### config.mk
export PLATFORM = sky130hd
export DESIGN_NAME = tgt_ddr_ccc_responder
export DESIGN_NICKNAME = d
export VERILOG_FILES = /design/src/rtl/tgt_ccc_pkg.sv /design/src/rtl/tgt_ddr_ccc_responder.sv
export SDC_FILE = /design/constraint.sdc
export NUM_CORES = 1
export LEC_CHECK = 0
export BUFFER_PORTS_ARGS = -buffer_cell sky130_fd_sc_hd__buf_2
export CAP_MARGIN = 20
export CORE_MARGIN = 2
export CORE_UTILIZATION = 57
export CTS_BUF_LIST = sky130_fd_sc_hd__clkbuf_4
export DETAILED_ROUTE_END_ITERATION = 10
export GPL_TIMING_DRIVEN = 0
export PLACE_DENSITY = 0.85
export SKIP_CTS_REPAIR_TIMING = 1
export SYNTH_ARGS = -nofsm -noshare
export SYNTH_HDL_FRONTEND = slang
export SYNTH_SLANG_ARGS = --single-unit
### constraint.sdc
create_clock -name i_sys_clk -period 6.7 [get_ports i_sys_clk]
set_input_delay 1.34 -clock i_sys_clk [delete_from_list [all_inputs] [get_ports i_sys_clk]]
set_output_delay 1.34 -clock i_sys_clk [all_outputs]
set_load 0.02 [all_outputs]
### src/rtl/tgt_ccc_pkg.sv
// Shared types and CCC decode helpers for the target-side HDR-DDR CCC engine.
// Optional feature macro: TGT_CCC_GETSTATUS_EN.
// When it is defined, GETSTATUS (0x90) is decoded as a direct GET.
package tgt_ccc_pkg;

    typedef enum logic [2:0] {
        ST_IDLE    = 3'd0,
        ST_CCC_VAL = 3'd1,
        ST_DIR_CMD = 3'd2,
        ST_WR_DATA = 3'd3,
        ST_RD_RESP = 3'd4,
        ST_IGNORE  = 3'd5,
        ST_ERR     = 3'd6
    } state_t;

    localparam logic [7:0] SETMWL_B  = 8'h09;
    localparam logic [7:0] SETMRL_B  = 8'h0A;
    localparam logic [7:0] SETMWL_D  = 8'h89;
    localparam logic [7:0] SETMRL_D  = 8'h8A;
    localparam logic [7:0] GETMWL    = 8'h8B;
    localparam logic [7:0] GETMRL    = 8'h8C;
    localparam logic [7:0] GETSTATUS = 8'h90;

    // Direct GET codes: answered by sourcing one response word.
    function automatic logic ccc_is_get(input logic [7:0] ccc);
        logic res;
        res = (ccc == GETMWL) || (ccc == GETMRL);
`ifdef TGT_CCC_GETSTATUS_EN
        res = res || (ccc == GETSTATUS);
`endif
        return res;
    endfunction

    // Direct codes are followed by per-target addressed command words.
    function automatic logic ccc_is_direct(input logic [7:0] ccc);
        return (ccc == SETMWL_D) || (ccc == SETMRL_D) || ccc_is_get(ccc);
    endfunction

    function automatic logic ccc_supported(input logic [7:0] ccc);
        return (ccc == SETMWL_B) || (ccc == SETMRL_B) || ccc_is_direct(ccc);
    endfunction

endpackage

### src/rtl/tgt_ddr_ccc_responder.sv
// Target-side HDR-DDR CCC engine: decodes controller CCC frames, maintains
// the max write/read length registers and sources direct GET responses.
// Optional feature macro: TGT_CCC_GETSTATUS_EN (adds GETSTATUS, returns i_status).
module tgt_ddr_ccc_responder
    import tgt_ccc_pkg::*;
#(
    parameter logic [6:0]  CCC_CMD_CODE = 7'h7F,
    parameter logic [6:0]  BCAST_ADDR   = 7'h7E,
    parameter logic [15:0] MWL_RST      = 16'h0100,
    parameter logic [15:0] MRL_RST      = 16'h0100
) (
    input  logic        i_sys_clk,
    input  logic        i_sys_rst,
    input  logic        i_hdr_active,
    input  logic        i_rx_valid,
    input  logic        i_rx_is_cmd,
    input  logic [15:0] i_rx_word,
    input  logic        i_rx_par_err,
    input  logic        i_restart,
    input  logic        i_exit,
    input  logic [6:0]  i_dyn_addr,
    input  logic [15:0] i_status,
    output logic        o_tx_valid,
    output logic [15:0] o_tx_word,
    output logic        o_tx_last,
    input  logic        i_tx_ready,
    output logic [15:0] o_mwl,
    output logic [15:0] o_mrl,
    output logic        o_mwl_upd,
    output logic        o_mrl_upd,
    output logic        o_ccc_err,
    output logic        o_busy
);

    state_t      state_reg, state_next;
    logic [7:0]  ccc_reg, ccc_next;
    logic [15:0] mwl_reg, mwl_next;
    logic [15:0] mrl_reg, mrl_next;
    logic [15:0] tx_word_reg, tx_word_next;
    logic        err_reg, err_next;
    logic        mwl_upd_reg, mwl_upd_next;
    logic        mrl_upd_reg, mrl_upd_next;
    logic [15:0] resp_word;

    // Command word fields.
    logic        cmd_rnw;
    logic [6:0]  cmd_code;
    logic [6:0]  cmd_addr;
    assign cmd_rnw  = i_rx_word[15];
    assign cmd_code = i_rx_word[14:8];
    assign cmd_addr = i_rx_word[7:1];

`ifndef TGT_CCC_GETSTATUS_EN
    logic unused_status;
    assign unused_status = ^i_status;
`endif

    // Response word for the latched GET code; captured when the GET is accepted
    // so the word stays stable while the serializer stalls.
    always_comb begin
        resp_word = 16'h0000;
        case (ccc_reg)
            GETMWL:    resp_word = mwl_reg;
            GETMRL:    resp_word = mrl_reg;
`ifdef TGT_CCC_GETSTATUS_EN
            GETSTATUS: resp_word = i_status;
`endif
            default:   resp_word = 16'h0000;
        endcase
    end

    // Next-state and register-file update logic, in event priority order.
    always_comb begin
        state_next   = state_reg;
        ccc_next     = ccc_reg;
        mwl_next     = mwl_reg;
        mrl_next     = mrl_reg;
        tx_word_next = tx_word_reg;
        err_next     = err_reg;
        mwl_upd_next = 1'b0;
        mrl_upd_next = 1'b0;

        if (!i_hdr_active) begin
            state_next = ST_IDLE;
            ccc_next   = 8'h00;
        end else if (i_exit) begin
            state_next = ST_IDLE;
            ccc_next   = 8'h00;
            err_next   = 1'b0;
        end else if (i_restart) begin
            // ERR is only left through exit or loss of HDR mode.
            if (state_reg != ST_ERR) begin
                if (ccc_is_direct(ccc_reg)) begin
                    state_next = ST_DIR_CMD;
                end else begin
                    state_next = ST_IDLE;
                    ccc_next   = 8'h00;
                end
            end
        end else begin
            if (state_reg == ST_RD_RESP && i_tx_ready) begin
                state_next = ST_IGNORE;
            end
            if (i_rx_valid) begin
                if (i_rx_par_err) begin
                    if (state_reg != ST_IDLE) begin
                        state_next = ST_ERR;
                        err_next   = 1'b1;
                    end
                end else begin
                    case (state_reg)
                        ST_IDLE: begin
                            if (i_rx_is_cmd && !cmd_rnw && cmd_code == CCC_CMD_CODE &&
                                cmd_addr == BCAST_ADDR) begin
                                state_next = ST_CCC_VAL;
                            end
                        end
                        ST_CCC_VAL: begin
                            if (!i_rx_is_cmd) begin
                                ccc_next = i_rx_word[15:8];
                                if (i_rx_word[15:8] == SETMWL_B || i_rx_word[15:8] == SETMRL_B) begin
                                    state_next = ST_WR_DATA;
                                end else if (ccc_is_direct(i_rx_word[15:8])) begin
                                    state_next = ST_DIR_CMD;
                                end else begin
                                    state_next = ST_IGNORE;
                                end
                            end else begin
                                state_next = ST_IGNORE;
                            end
                        end
                        ST_DIR_CMD: begin
                            if (!i_rx_is_cmd) begin
                                state_next = ST_ERR;
                                err_next   = 1'b1;
                            end else if (cmd_addr != i_dyn_addr) begin
                                state_next = ST_IGNORE;
                            end else if (ccc_is_get(ccc_reg)) begin
                                if (cmd_rnw) begin
                                    state_next   = ST_RD_RESP;
                                    tx_word_next = resp_word;
                                end else begin
                                    state_next = ST_ERR;
                                    err_next   = 1'b1;
                                end
                            end else begin
                                if (!cmd_rnw) begin
                                    state_next = ST_WR_DATA;
                                end else begin
                                    state_next = ST_ERR;
                                    err_next   = 1'b1;
                                end
                            end
                        end
                        ST_WR_DATA: begin
                            state_next = ST_IGNORE;
                            if (!i_rx_is_cmd) begin
                                if (i_rx_word == 16'h0000) begin
                                    err_next = 1'b1;
                                end else if (ccc_reg == SETMWL_B || ccc_reg == SETMWL_D) begin
                                    mwl_next     = i_rx_word;
                                    mwl_upd_next = 1'b1;
                                end else begin
                                    mrl_next     = i_rx_word;
                                    mrl_upd_next = 1'b1;
                                end
                            end
                        end
                        default: begin
                            // RD_RESP, IGNORE and ERR drop incoming words.
                        end
                    endcase
                end
            end
        end
    end

    // State and register file.
    always_ff @(posedge i_sys_clk) begin
        if (i_sys_rst) begin
            state_reg   <= ST_IDLE;
            ccc_reg     <= 8'h00;
            mwl_reg     <= MWL_RST;
            mrl_reg     <= MRL_RST;
            tx_word_reg <= 16'h0000;
            err_reg     <= 1'b0;
            mwl_upd_reg <= 1'b0;
            mrl_upd_reg <= 1'b0;
        end else begin
            state_reg   <= state_next;
            ccc_reg     <= ccc_next;
            mwl_reg     <= mwl_next;
            mrl_reg     <= mrl_next;
            tx_word_reg <= tx_word_next;
            err_reg     <= err_next;
            mwl_upd_reg <= mwl_upd_next;
            mrl_upd_reg <= mrl_upd_next;
        end
    end

    // The response is withdrawn in the same cycle HDR mode ends or exit arrives.
    assign o_tx_valid = (state_reg == ST_RD_RESP) && i_hdr_active && !i_exit;
    assign o_tx_word  = o_tx_valid ? tx_word_reg : 16'h0000;
    assign o_tx_last  = o_tx_valid;
    assign o_mwl      = mwl_reg;
    assign o_mrl      = mrl_reg;
    assign o_mwl_upd  = mwl_upd_reg;
    assign o_mrl_upd  = mrl_upd_reg;
    assign o_ccc_err  = err_reg;
    assign o_busy     = (state_reg != ST_IDLE);

endmodule
# Word-level counts from Yosys, hierarchy flattened
# Cells that the tools add are included.
[word_totals]
output_inout_bits = 54
input_bits = 48
reg_bits = 62
[op_classes]
eq_ne = 30
n_bitwise = 10
n_mux = 41
n_reduce_logical = 30
[ops]
columns = ["operator", "count"]
rows = [
  ["equality test 8 bit, second input constant", 8],
  ["two-way mux 8 bit", 7],
  ["two-way mux 3 bit", 14],
  ["case mux 16 bit (2 select lines)", 1],
  ["equality test 8 x 4 -> 1 bit, second input constant", 3],
  ["AND reduction 10 bit", 2],
  ["AND reduction 9 bit", 2],
  ["logical NOT 16 bit", 1],
  ["two-way mux 16 bit", 1],
  ["equality test 7 bit, second input constant", 2],
  ["two-way mux 1 bit", 14],
  ["inequality test 6 bit, second input constant", 2],
  ["case mux 3 bit (4 select lines)", 1],
  ["inverter 1 bit", 10],
  ["OR reduction 9 bit", 1],
  ["logical OR 1 bit", 8],
  ["inequality test 2 x 1 -> 1 bit, second input constant", 4],
  ["inequality test 4 bit, second input constant", 2],
  ["inequality test 7 bit", 1],
  ["equality test 3 x 2 -> 1 bit, second input constant", 2],
  ["logical AND 1 bit", 6],
  ["AND reduction 6 bit", 1],
  ["nonzero test 2 bit", 3],
  ["inequality test 5 bit, second input constant", 1],
  ["other kinds (12)", 14],
]

# Depth between registers and ports, before layout
[depth]
ltp_word = 10
ltp_mapped = 9

# Worst setup path after synthesis
# OpenSTA, ideal clock, no wires.
[synth_path]
path_kind = "input to output"
from = "in i_exit"
to = "out o_tx_word[10]"
path_slack_ns = 2.560
path_stages = 4
required_time_ns = 5.360
arrival_ns = 2.800
cell_sequence = "nand2b_1 nor4b_1 clkbuf_1 and2_1"
[synth_between]
elab_chain_len = 3
[synth_lines]
columns = ["item", "line", "text"]
rows = [
  ["start, declared", "tgt_ddr_ccc_responder.sv:20", "input logic i_exit,"],
  ["logical NOT 1 bit", "tgt_ddr_ccc_responder.sv:202", "assign o_tx_valid = (state_reg == ST_RD_RESP) && i_hdr_active && !i_exit;"],
  ["logical AND 1 bit", "tgt_ddr_ccc_responder.sv:202", ""],
  ["via o_tx_last", "tgt_ddr_ccc_responder.sv:25", "output logic o_tx_last,"],
  ["two-way mux 16 bit", "tgt_ddr_ccc_responder.sv:203", "assign o_tx_word = o_tx_valid ? tx_word_reg : 16'h0000;"],
  ["end, declared", "tgt_ddr_ccc_responder.sv:24", "output logic [15:0] o_tx_word,"],
]
# The timed path passes the listed nets, and every way through them passes these cells.

# Final worst setup path
[layout_path]
from = "in i_exit"
to = "out o_tx_word[14]"
[layout_between]
elab_chain_len = 3
[layout_lines]
columns = ["item", "line"]
rows = [
  ["logical NOT 1 bit", "tgt_ddr_ccc_responder.sv:202"],
  ["logical AND 1 bit", "tgt_ddr_ccc_responder.sv:202"],
  ["two-way mux 16 bit", "tgt_ddr_ccc_responder.sv:203"],
]
# Every way passes these cells.

==> flow_summary_export.csv <==
group,metric,value,unit
run_status,outcome,"finished clean",
placement,dp_hpwl,6620,microns
die,die_w,78.8,microns
logic_synthesis,synth_edf_count,0,
layout,finalNetCount,536,
drt,drtAntennaViolNets,0,
timing,slew_headroom,39.0,%
critical_path,worstSetupPathType,"in2out",
placement,post-place-ws,2130,ps
die,initial_core_util,58.7,%
grt,grtUsageMet1,35.6,%
flow_run,maxCapViolations,0,
cts,tritoncts,"yes",
cts,cts_made_buffers,9,
logic_synthesis,ys_async_sr_fraction,0,%
critical_path,slowest_stage,"nor4b_1",
timing,rsz0062_at_grt,"false",
cts,cts.clk_slew.worst_paths,110,ps
logic_synthesis,synthesis.nets,442,
critical_path,crit_path_max_incr_delay,580,ps
timing,min_period_over_period,68.4,%
timing,setup_ws,2120,ps
timing,fin_hold_ws,478,ps
drt,drt_first_iter_violations,207,
cts,cts_htree_levels,3,
logic_synthesis,netlist.top_cell.by_area,"dfxtp_1",
die,dieArea,0.00621,sq mm
drt,drtPass1Iterations,5,
placement,gp_congestion,0.931,
layout,diodes,0,
hold_path,min_path_type,"reg2reg",
timing,tightest_slew,913,ps
timing,tns,0,ps
power_and_ir_drop,power.leakage,1.43,nW
layout,syn_to_final_growth,20.3,%
hold_path,holdPathStages,2,
logic_synthesis,syn_area,0.00319,sq mm
power_and_ir_drop,p_sw_share,25.8,%
power_and_ir_drop,vdd_ir_drop_max,152,uV
grt,grt_pass1_vias,3012,
drt,routedWlPerCell,15.5,microns
grt,antenna_found_initial,0,
grt,grt_usage,28.9,%
logic_synthesis,synthTopCellsByArea,"dfxtp_1 (39%), nand2_1 (8.1%), nor2_1 (6.0%)",
die,die_y,78.8,microns
placement,io_buffers,82,
logic_synthesis,synth_cell_type_count,53,
grt,grt_overflow,0,
layout,layout-drive-gt1-share,25.6,%
drt,wl,8770,microns
die,core-area,0.00544,sq mm
power_and_ir_drop,p_int,0.000501,W
drt,vias,3277,
power_and_ir_drop,combPwrFrac,7.1,%
cts,clock_sinks,62,
grt,use_met3,5.23,%
critical_path,critPathRequiredTime,5360,ps
cts,root_buffer,"clkbuf_4",
grt,top_usage_layer,"met2",
timing,hold_viol,0,
drt,post-route-drc-count,0,
critical_path,crit_cells,7,
critical_path,path_common_cell,"buf_2",
logic_synthesis,ys_ff_latch,62,
timing,max_freq,218,MHz
timing,finalMaxSlewViolations,0,
timing,period_needed,4580,ps
cts,cts_buffer_depth,2,
logic_synthesis,seq_area_frac_synth,38.9,%
timing,finClkSkew,14.7,ps
critical_path,crit_path_max_fanout,11,
logic_synthesis,synth_ff_type,"dfxtp_1",
logic_synthesis,synthMostInstantiatedCell,"nand2_1",
logic_synthesis,synth_common_cells,"nand2_1 (69), dfxtp_1 (62), nor2_1 (51), a21oi_1 (29), a22oi_1 (25)",
logic_synthesis,synth_top_area_share,38.9,%
grt,met2_usage,48.7,%
critical_path,arrival,3240,ps
critical_path,critPathLaunchType,"primary input",
critical_path,rr_worst_depth,7,
grt,grt_max_degree,12,
timing,finalSetupViolCount,0,
critical_path,worst_setup_path_end_kind,"primary output",
cts,clk_latency,420,ps
critical_path,path_cells,"buf_2 -> nand2b_1 -> nor4b_1 -> clkdlybuf4s18_2 -> clkbuf_1 -> and2_1 -> buf_2",
power_and_ir_drop,power_density,176,mW/mm^2
critical_path,crit_family,"simple AND/OR/NAND/NOR gates",
power_and_ir_drop,power_frac_clock,38.4,%
logic_synthesis,syn_avg_cell_area,8.10,sq um
grt,grt_pass1_wl,14100,microns
die,fp-row-count,27,
power_and_ir_drop,pwr-share-seq,54.5,%
die,io_pins,102,
logic_synthesis,netlist_instances,394,
critical_path,crit_buf_inv,4,
logic_synthesis,ys.warnings.count,0,
drt,via_per_inst,5.80,
power_and_ir_drop,p_sw,0.000175,W
==> layout by cell type (no fill, tap or decap), drive strengths merged, types with 7 or more instances in the layout <==
master	count
buf	91
mux2i	16
a211oi	7
nor3	9
a22oi	25
dfxtp	62
xor2	7
nand2	69
a21oi	37
nor2	51
clkbuf	28
and2	17
==> power by group through the flow <==
stage	sequential, W	clock (W)	combinational (W)
after floorplan	0.000377	0	0.0000237
after global placement	0.000377	0	0.0000465
after CTS	0.000369	0.000260	0.0000474
after detailed placement	0.000377	0	0.0000472
final	0.000369	0.000259	0.0000481
after global routing	0.000369	0.000274	0.0000520
==> final cells by class <==
| cell class | count | area, sq um |
|---|---|---|
| well taps | 72 | 90.1 |
| clock buffers | 10 | 75.1 |
| flip-flops and latches | 62 | 1240 |
| inverters | 5 | 18.8 |
| clock inverters | 6 | 62.6 |
| plain buffers | 27 | 136 |
| fillers | 464 | 1600 |
| repair buffers | 83 | 420 |
| multi-input cells | 300 | 1790 |
==> logic make-up (layout without fill, tap and decap cells) <==
logic type      after synthesis  after routing  share of synthesized area, %
compound gates               90             90                          20.2
xor+xnor                     10             10                          2.75
flops                        62             62                          38.9
simple gates                184            184                          28.2
buf+inv                      32            131                          4.86
mux                          16             16                          5.02
==> stage by stage <==
| stage | cell area (sq um) | total power, W | utilization, % | cells |
|---|---|---|---|---|
| finish | 3840 | 0.000676 | 70.6 | 565 |
| global route | 3840 | 0.000695 | 70.6 | 565 |
| CTS | 3840 | 0.000676 | 70.6 | 565 |
| detailed placement | 3700 | 0.000424 | 68.0 | 549 |
| global placement | 3690 | 0.000424 | 67.9 | 548 |
| floorplan | 3190 | 0.000401 | - | 394 |
==> final timing paths <==
path | start | endpoint | slack [ps]
min | o_mwl[13] | o_mwl[13] | 480
max reg2reg | ccc_reg[4] | tx_word_reg[4] | 4310
max | i_exit | o_tx_word[14] | 2120
min reg2reg | o_mwl[13] | o_mwl[13] | 480
==> routing by layer <==
layer  wire length [microns]  up-vias  share of wire [%]
met5                       0        -                  0
met4                     196        0                2.2
met3                     667       28                7.6
met2                    4230      154                 48
met1                    3680     1522                 42
li1                        -     1573                  -
==> tightest hold or removal path, cell delays in order (launching register included) <==
cell     delay, ps
dfxtp_1        340
nand2_1         60
a21oi_1         50
Note: power is estimated with default switching activity, not from simulation.
